`src/rtl/mchan_rr_pkg.sv`:
```
// Shared helpers for the mchan round-robin arbiter and response tracker.
//   clog2_min1 : ceil(log2(v)), never below 1 (keeps index/counter widths legal)
//   idx_w/cnt_w: master-index width and outstanding-counter width
//   rr_pick    : circular first-one search starting at a pointer
package mchan_rr_pkg;

  localparam int MAX_MASTERS = 64;

  typedef struct packed {
    logic       found;
    logic [7:0] idx;
  } rr_pick_t;

  function automatic int clog2_min1(input int v);
    return (v <= 2) ? 1 : $clog2(v);
  endfunction

  function automatic int idx_w(input int n_masters);
    return clog2_min1(n_masters);
  endfunction

  function automatic int cnt_w(input int depth);
    return clog2_min1(depth + 1);
  endfunction

  // Offsets are walked from farthest to nearest so the last hit, which
  // overwrites the rest, is the first requester at or after ptr.
  function automatic rr_pick_t rr_pick(input logic [MAX_MASTERS-1:0] req,
                                       input int ptr, input int n);
    rr_pick_t p;
    int       k;
    p = '0;
    for (int i = MAX_MASTERS - 1; i >= 0; i--) begin
      if (i < n) begin
        k = ptr + i;
        if (k >= n) k = k - n;
        if (req[k]) begin
          p.found = 1'b1;
          p.idx   = 8'(k);
        end
      end
    end
    return p;
  endfunction

endpackage

```
`src/rtl/mchan_rr_id_fifo.sv`:
```
// In-order FIFO of granted master indices with an occupancy counter.
//   push/push_data : enqueue an index (ignored when full, even if popping)
//   pop            : dequeue the head (ignored when empty)
//   head           : index at the front of the queue
//   full/empty     : occupancy flags (count == DEPTH / count == 0)
// Pointers wrap at DEPTH-1 so any DEPTH >= 1 works.
module mchan_rr_id_fifo
  import mchan_rr_pkg::*;
#(
  parameter int DEPTH = 8,
  parameter int IDX_W = 2
) (
  input  logic             clk,
  input  logic             rst,
  input  logic             push,
  input  logic [IDX_W-1:0] push_data,
  input  logic             pop,
  output logic [IDX_W-1:0] head,
  output logic             full,
  output logic             empty
);

  localparam int CNT_W = cnt_w(DEPTH);
  localparam int PTR_W = clog2_min1(DEPTH);

  logic [IDX_W-1:0] mem [DEPTH];
  logic [PTR_W-1:0] wr_ptr, rd_ptr;
  logic [CNT_W-1:0] cnt;
  logic             do_push, do_pop;

  assign full    = (cnt == CNT_W'(DEPTH));
  assign empty   = (cnt == '0);
  assign do_push = push & ~full;
  assign do_pop  = pop & ~empty;
  assign head    = mem[rd_ptr];

  function automatic logic [PTR_W-1:0] ptr_inc(input logic [PTR_W-1:0] p);
    return (p == PTR_W'(DEPTH - 1)) ? '0 : p + 1'b1;
  endfunction

  always_ff @(posedge clk or posedge rst) begin
    if (rst) begin
      wr_ptr <= '0;
      rd_ptr <= '0;
      cnt    <= '0;
    end else begin
      if (do_push) wr_ptr <= ptr_inc(wr_ptr);
      if (do_pop)  rd_ptr <= ptr_inc(rd_ptr);
      if (do_push && !do_pop)      cnt <= cnt + 1'b1;
      else if (do_pop && !do_push) cnt <= cnt - 1'b1;
    end
  end

  // Storage carries no reset: entries are only read after being written.
  always_ff @(posedge clk) begin
    if (do_push) mem[wr_ptr] <= push_data;
  end

endmodule

```
`src/rtl/mchan_rr_resp_tracker.sv`:
```
// Round-robin arbiter for N masters onto one in-order downstream port, with
// response routing back to the originating master.
//   req_i/req_data_i : per-master request and payload (master k at [k*REQ_W +: REQ_W])
//   gnt_o            : combinational one-hot grant (winner & gnt_i & req_o)
//   req_o/req_data_o : downstream request and winner payload
//   gnt_i            : downstream grant
//   r_valid_i/r_data_i : downstream response (no back-pressure)
//   r_valid_o/r_data_o : routed response valid (one-hot) and broadcast data
//   err_o            : sticky, set by a response arriving with nothing outstanding
module mchan_rr_resp_tracker
  import mchan_rr_pkg::*;
#(
  parameter int N_MASTERS = 4,
  parameter int DEPTH     = 8,
  parameter int REQ_W     = 32,
  parameter int RESP_W    = 32
) (
  input  logic                       clk,
  input  logic                       rst,
  input  logic [N_MASTERS-1:0]       req_i,
  input  logic [N_MASTERS*REQ_W-1:0] req_data_i,
  output logic [N_MASTERS-1:0]       gnt_o,
  output logic                       req_o,
  output logic [REQ_W-1:0]           req_data_o,
  input  logic                       gnt_i,
  input  logic                       r_valid_i,
  input  logic [RESP_W-1:0]          r_data_i,
  output logic [N_MASTERS-1:0]       r_valid_o,
  output logic [RESP_W-1:0]          r_data_o,
  output logic                       err_o
);

  localparam int IDX_W = idx_w(N_MASTERS);

  logic [N_MASTERS-1:0][REQ_W-1:0] req_arr;
  logic [IDX_W-1:0]                rr_q, winner, head;
  rr_pick_t                        pick;
  logic                            full, empty, accept, pop;
  logic                            unused_idx;

  assign pick       = rr_pick(MAX_MASTERS'(req_i), int'(rr_q), N_MASTERS);
  assign winner     = pick.idx[IDX_W-1:0];
  assign unused_idx = ^pick.idx;

  assign req_arr    = req_data_i;
  assign req_o      = pick.found & ~full;
  assign req_data_o = req_arr[winner];
  assign accept     = req_o & gnt_i;
  // empty is the pre-push state, so a response never matches a same-cycle accept
  assign pop        = r_valid_i & ~empty;
  assign r_data_o   = r_data_i;

  for (genvar k = 0; k < N_MASTERS; k++) begin : g_lane
    assign gnt_o[k]     = accept & (winner == IDX_W'(k));
    assign r_valid_o[k] = pop & (head == IDX_W'(k));
  end

  mchan_rr_id_fifo #(.DEPTH(DEPTH), .IDX_W(IDX_W)) u_fifo (
    .clk       (clk),
    .rst       (rst),
    .push      (accept),
    .push_data (winner),
    .pop       (pop),
    .head      (head),
    .full      (full),
    .empty     (empty)
  );

  always_ff @(posedge clk or posedge rst) begin
    if (rst) begin
      rr_q  <= '0;
      err_o <= 1'b0;
    end else begin
      if (accept) rr_q <= (winner == IDX_W'(N_MASTERS - 1)) ? '0 : winner + 1'b1;
      if (r_valid_i && empty) err_o <= 1'b1;
    end
  end

endmodule

```
`config.mk`:
```
export PLATFORM = sky130hd
export DESIGN_NAME = mchan_rr_resp_tracker
export DESIGN_NICKNAME = d
export VERILOG_FILES = /design/src/rtl/mchan_rr_pkg.sv /design/src/rtl/mchan_rr_id_fifo.sv /design/src/rtl/mchan_rr_resp_tracker.sv
export SDC_FILE = /design/constraint.sdc
export NUM_CORES = 1
export LEC_CHECK = 0
export CAP_MARGIN = 5
export CORE_MARGIN = 5
export CORE_UTILIZATION = 25
export CTS_CLUSTER_DIAMETER = 80
export DETAILED_ROUTE_END_ITERATION = 8
export GPL_TIMING_DRIVEN = 0
export PLACE_DENSITY = 0.62
export SYNTH_ARGS = -nofsm -noshare
export SYNTH_HDL_FRONTEND = slang
export SYNTH_SLANG_ARGS = --single-unit
```
`constraint.sdc`:
```
create_clock -name clk -period 8 [get_ports clk]
set_clock_uncertainty 0.1 [all_clocks]
set_input_delay 1.6 -clock clk [delete_from_list [all_inputs] [get_ports clk]]
set_output_delay 1.6 -clock clk [all_outputs]
set_load 0.03 [all_outputs]
```
# [Yosys cells after proc, flatten, opt, wreduce, memory -nomap -nowiden]
# Memory sizes are Yosys's and may differ from the RTL's.
# Index checks and enable logic that the tools add are counted.
[word_totals] register_bits=13 mem_count=1 elab_cells=89 mem_bits_rw=16
[op_classes] n_reduce_logical=9 bitwise_logic=15 add_sub_neg=12 order_cmp=9 n_mux=29 eq_ne=9
[memory_table] memory="u_fifo.mem" words=8 word_bits=2 rd=1 rd_ports_with_merged_regs=0 wr=1 line="mchan_rr_id_fifo.sv:26" text="logic [IDX_W-1:0] mem [DEPTH];"
[op_table] op="32-bit two-way mux" count=5
[op_table] op="32-bit by 8-bit < comparator with 1-bit output, second input constant" count=4
[op_table] op="32-bit binary-select mux with 2-bit select" count=1
[op_table] op="9-bit two-way mux" count=4
[op_table] op="1-bit binary-select mux with 6-bit select" count=4
[op_table] op="1-bit bitwise AND" count=13
[op_table] op="3-bit by 3-bit subtractor with 4-bit output, second input constant" count=3
[op_table] op="1-bit two-way mux" count=10
[op_table] op="3-bit >= comparator, second input constant" count=3
[op_table] op="2-bit equality test, second input constant" count=4
[op_table] op="4-bit two-way mux" count=2
[op_table] op="2-bit by 2-bit adder with 3-bit output, second input constant" count=2
[op_table] op="3-bit by 1-bit adder with 3-bit output, second input constant" count=2
[op_table] op="3-bit equality test, second input constant" count=2
[op_table] op="3-bit two-way mux" count=2
[op_table] op="4-bit by 1-bit adder with 4-bit output, second input constant" count=1
[op_table] op="2-bit by 1-bit equality test with 1-bit output, second input constant" count=2
[op_table] op="4-bit equality test, second input constant" count=1
[op_table] op="2-bit zero test" count=2
[op_table] op="4-bit zero test" count=1
[op_table] op="2-bit by 3-bit subtractor with 4-bit output, second input constant" count=1
[op_table] op="4-bit by 1-bit subtractor with 4-bit output, second input constant" count=1
[op_table] op="2-bit by 1-bit adder with 3-bit output, second input constant" count=1
[op_table] op="2-bit by 3-bit >= comparator with 1-bit output, second input constant" count=1
[op_table] op="other kinds (7)" count=11

# [Longest topological paths before layout]
# Gate-level depths: netlist (run 1).
[depth] word_depth=17 mapped_depth=16 ltp_nobuf=15

# [Cells and area by module]
# A second synthesis (run 1) with hierarchy kept.
[unflattened] hier_cells=294 area_unflattened_um2=3194.3
[modules_own_cells] mod="mchan_rr_resp_tracker" seq_area_each_um2=75.1 cells_each=203 instances=1 area_per_inst_um2=1874.3
[modules_own_cells] mod="mchan_rr_id_fifo" seq_area_each_um2=730.7 cells_each=91 instances=1 area_per_inst_um2=1320.0

# [Worst setup path after synthesis (run 1)]
# OpenSTA, ideal clock, no wires.
[synth_timing] path_type="input to output" from="input req_i[2]" to="output req_data_o[19]" path_slack_ps=2894 arrival_ps=3406 path_stages=7 path_cell_list="mux4_2 > and2_4 > a41oi_2 > o32ai_2 > buf_6 > buf_4 > a32oi_1"
[synth_lines] element="start, declared" line="mchan_rr_resp_tracker.sv:20" text="input logic [N_MASTERS-1:0] req_i,"
[synth_lines] element="end, declared" line="mchan_rr_resp_tracker.sv:24" text="output logic [REQ_W-1:0] req_data_o,"

==> results of run 1 <==
-- layer usage --
metal	share of wire	up-vias	wire (µm)	GRT usage
li1	-	1698	-	-
met1	0.36	1603	4760	0.195
met2	0.54	137	7120	0.333
met3	0.086	16	1140	0.0564
met4	0.015	2	197	0.0362
met5	0.00053	-	7	0
-- registers in the layout (all words and copies together) (netlist names) --
signal	flops
u_fifo.cnt	4
err_o	1
rr_q	2
u_fifo.rd_ptr	3
u_fifo.wr_ptr	3
u_fifo.mem	16
-- synth_stat cells (3+ instances only) --
library cell,n
nor2_1,8
buf_4,38
ha_1,16
xnor2_1,4
mux2i_1,3
clkbuf_1,7
o21ai_0,5
nand2b_1,7
and2_1,6
buf_2,9
a211oi_1,3
nand2_1,107
inv_1,6
inv_2,3
a21o_1,4
nor3b_1,4
nor3_1,5
mux2_2,4
a21oi_1,35
mux4_2,6
edfxtp_1,16
dfrtp_1,13
a32oi_1,32
-- through the flow --
stage | power, mW | util
after floorplan | 1.89 | -
after global placement | 2.87 | 0.455
after detailed placement | 2.91 | 0.455
after CTS | 3.17 | 0.472
after global routing | 3.35 | 0.472
final | 3.12 | 0.472
-- critical path: stages --
cell and delay (ns):
clkdlybuf4s50_1 0.53, mux4_2 0.52, and2_4 0.18, o32ai_2 0.47, buf_6 0.21, buf_4 0.25
ha_1 0.19, and2_1 0.14, clkdlybuf4s50_1 0.67
-- cell type report --
class	instances	share of cell area
clock inverters	3	0.0120
flip-flops and latches	29	0.148
clock buffers	5	0.0230
diodes	1	0.000460
inverters	9	0.00622
repair buffers	209	0.385
multi-input cells	270	0.323
well taps	143	0.0329
plain buffers	56	0.0698
-- cell families after synthesis --
kind of cell / after synthesis / share of synthesized area
and+or+nand+nor: 145 / 0.210
AOI/OAI and AO/OA: 89 / 0.215
buffers and inverters: 65 / 0.139
DFF: 29 / 0.271
adders and majority gates: 17 / 0.0741
muxes: 15 / 0.0796
xor gates and xnor gates: 4 / 0.0118
-- worst max path at each step --
stage                     end  cells past startpoint
2_1_floorplan  req_data_o[19]                      7
3_5_place_dp         gnt_o[3]                      9
6_report             gnt_o[3]                      9
3_3_place_gp         gnt_o[3]                      9
5_1_grt         req_data_o[9]                     11
4_1_cts              gnt_o[3]                      9
-- where the power goes --
| group | internal [mW] | total, mW | switching, mW | leakage [nW] |
|---|---|---|---|---|
| clock network | 0.177 | 0.241 | 0.0639 | 0.0938 |
| logic | 1.02 | 2.59 | 1.56 | 1.78 |
| registers | 0.239 | 0.294 | 0.0547 | 0.300 |
| total | 1.44 | 3.12 | 1.68 | 2.17 |
-- layout by cell type, fill, tap and decap left out, types with 2 or more instances in the layout --
master	n
nand2b_1	7
edfxtp_1	16
nor2_1	8
bufinv_16	2
buf_6	2
and2_1	6
a211oi_1	3
a21o_1	4
dfrtp_1	13
nor3_1	5
inv_1	6
mux4_2	6
mux2i_1	3
a21oi_1	35
buf_4	38
nor2b_1	2
buf_2	9
nand2_1	107
clkbuf_16	5
inv_2	3
mux2_2	4
ha_1	16
xnor2_1	4
clkbuf_1	7
or3_1	2
nor3b_1	4
o21ai_0	5
a32oi_1	32
clkdlybuf4s50_1	209
a311oi_1	2
==> flow_metrics.tcl, run 1 <==
set metrics [dict create \
    placed_area_um2 5240 \
    vias 3456 \
    multi_input_area_um2 1750 \
    synth.top_cell.area_share 0.162 \
    peakVddDrop_v 0.000256 \
    htreeDepth 2 \
    numPortBuffers 209 \
    timing.rr.start "rr_q[0]" \
    clkSlewWorstSetupHoldPaths_ns 0.05 \
    die_y_um 119 \
    root_buffer "clkbuf_16" \
    grt_pass1_vias 3720 \
    drt-wirelength-per-cell_um 18.2 \
    ff2ff_path_depth 16 \
    finalMaxSlewViolations 0 \
    ys_warn_count 0 \
    overflow 0 \
    max_slew_margin 0.504 \
    setup_viol 0 \
    place_ws_ns 1.48 \
    antenna_found_initial 2 \
    reg2reg_slack_ns 4.43 \
    cts_sinks 29 \
    worstReg2RegEnd "u_fifo.cnt[3]" \
    initial_core_util 0.258 \
    p_per_area_nw_per_um2 574 \
    worstSetupStartpointType "primary input" \
    dp_cells 716 \
    via_per_inst 4.77 \
    synth_cells 364 \
    numCtsBuffers 5 \
    hold_depth 1 \
    status "finished clean" \
    ctsHoldBuffers 0 \
    cts_tree "built" \
    ys_seq_area_frac 0.271 \
    max_slew.worst_pin.slew_ns 0.736 \
    synth.net_count 549 \
    fill_cells 1132 \
    avgSynthCellArea_um2 8.16 \
    min_delay_worst_endpoint "err_o" \
    crit_arrival_ns 4.79 \
    period_minus_slack_ns 6.49 \
    min_from "err_o" \
    crit_path_start "req_i[1]" \
    grt_start_max_net_pins 20 \
    post-route-period-util 0.811 \
    final_area_um2 5440 \
    worstHoldPathType "reg -> reg" \
    ios 242 \
    worst_slack_ns 1.51 \
    synth_edf_count 16 \
    synth_flop_cell "edfxtp_1" \
    track_usage 0.177 \
    cp_data_required_time_ns 6.30 \
    final_cells 725 \
    rsz0062_at_grt "false" \
    crit_fanout 19 \
    fin_worst_hold_slack_ns 0.381 \
    p_leak_nw 2.17 \
    tns_ns 0 \
    async_reset_ff_frac 0.448 \
    dp.final_hpwl_um 11200 \
    hold_violations 0 \
    crit_path_end_kind "output pin" \
    max_cap_violations 0 \
    clk_path_buf_depth 2 \
    cts_setup_buffers 0 \
    drtIter0Drc 110 \
    drt-total-wl_um 13200 \
    fp-row-count 39 \
    cts_resized 0 \
    fp.dieW_um 119 \
    synth.distinct_cells 42 \
    regArea_um2 806 \
    synth_area_leaders "edfxtp_1, nand2_1, dfrtp_1, buf_4, a32oi_1" \
    drcViolationCount 0 \
    area.growth.synth_to_final_pct 82.9 \
    layout.nets 765 \
    gp_congestion 0.884 \
    ant_nets 0 \
    firstDrtPassIters 4 \
    drive_above_1_share 0.134 \
    synth_area_um2 2970 \
    worstSetupPathType "in -> out" \
    fmax_mhz 154 \
    synth_top_area_cell "edfxtp_1" \
    dieArea_um2 14200 \
    synth-seq-cells 29 \
    core-area_um2 11500 \
    clk_latency_ns 0.27 \
    grt_pass1_wl_um 20300 \
]
Note: power is estimated with default switching activity, not from simulation.
==> inputs of run 2 (changes only) <==
==> constraint.sdc (replaced) <==
create_clock -name clk -period 6.02 [get_ports clk]
set_clock_uncertainty 0.1 [all_clocks]
set_input_delay 1.204 -clock clk [delete_from_list [all_inputs] [get_ports clk]]
set_output_delay 1.204 -clock clk [all_outputs]
set_load 0.03 [all_outputs]
==> results of run 2 <==
Same layout as run 1 (identical final DEF). Status: finished clean.
Main changes from that run: setup slack after placement 1.48 ns -> 0.293 ns; setup slack after layout 1.51 ns -> 0.326 ns; register-to-register setup slack 4.43 ns -> 2.45 ns; total power 3.12 mW -> 4.15 mW; worst IR drop on VDD 0.000256 V -> 0.000340 V
==> inputs of run 3 (changes only) <==
--- a/config.mk
+++ b/config.mk
@@ -9,6 +9,7 @@
 export CORE_MARGIN = 5
 export CORE_UTILIZATION = 25
 export CTS_CLUSTER_DIAMETER = 80
+export CTS_CLUSTER_SIZE = 20
 export DETAILED_ROUTE_END_ITERATION = 8
 export GPL_TIMING_DRIVEN = 0
 export PLACE_DENSITY = 0.62
==> results of run 3 <==
Same layout as run 1 (identical final DEF). Status: finished clean.
Main changes from that run: setup slack after placement 1.48 ns -> 0.293 ns; setup slack after layout 1.51 ns -> 0.326 ns; register-to-register setup slack 4.43 ns -> 2.45 ns; total power 3.12 mW -> 4.15 mW; worst IR drop on VDD 0.000256 V -> 0.000340 V
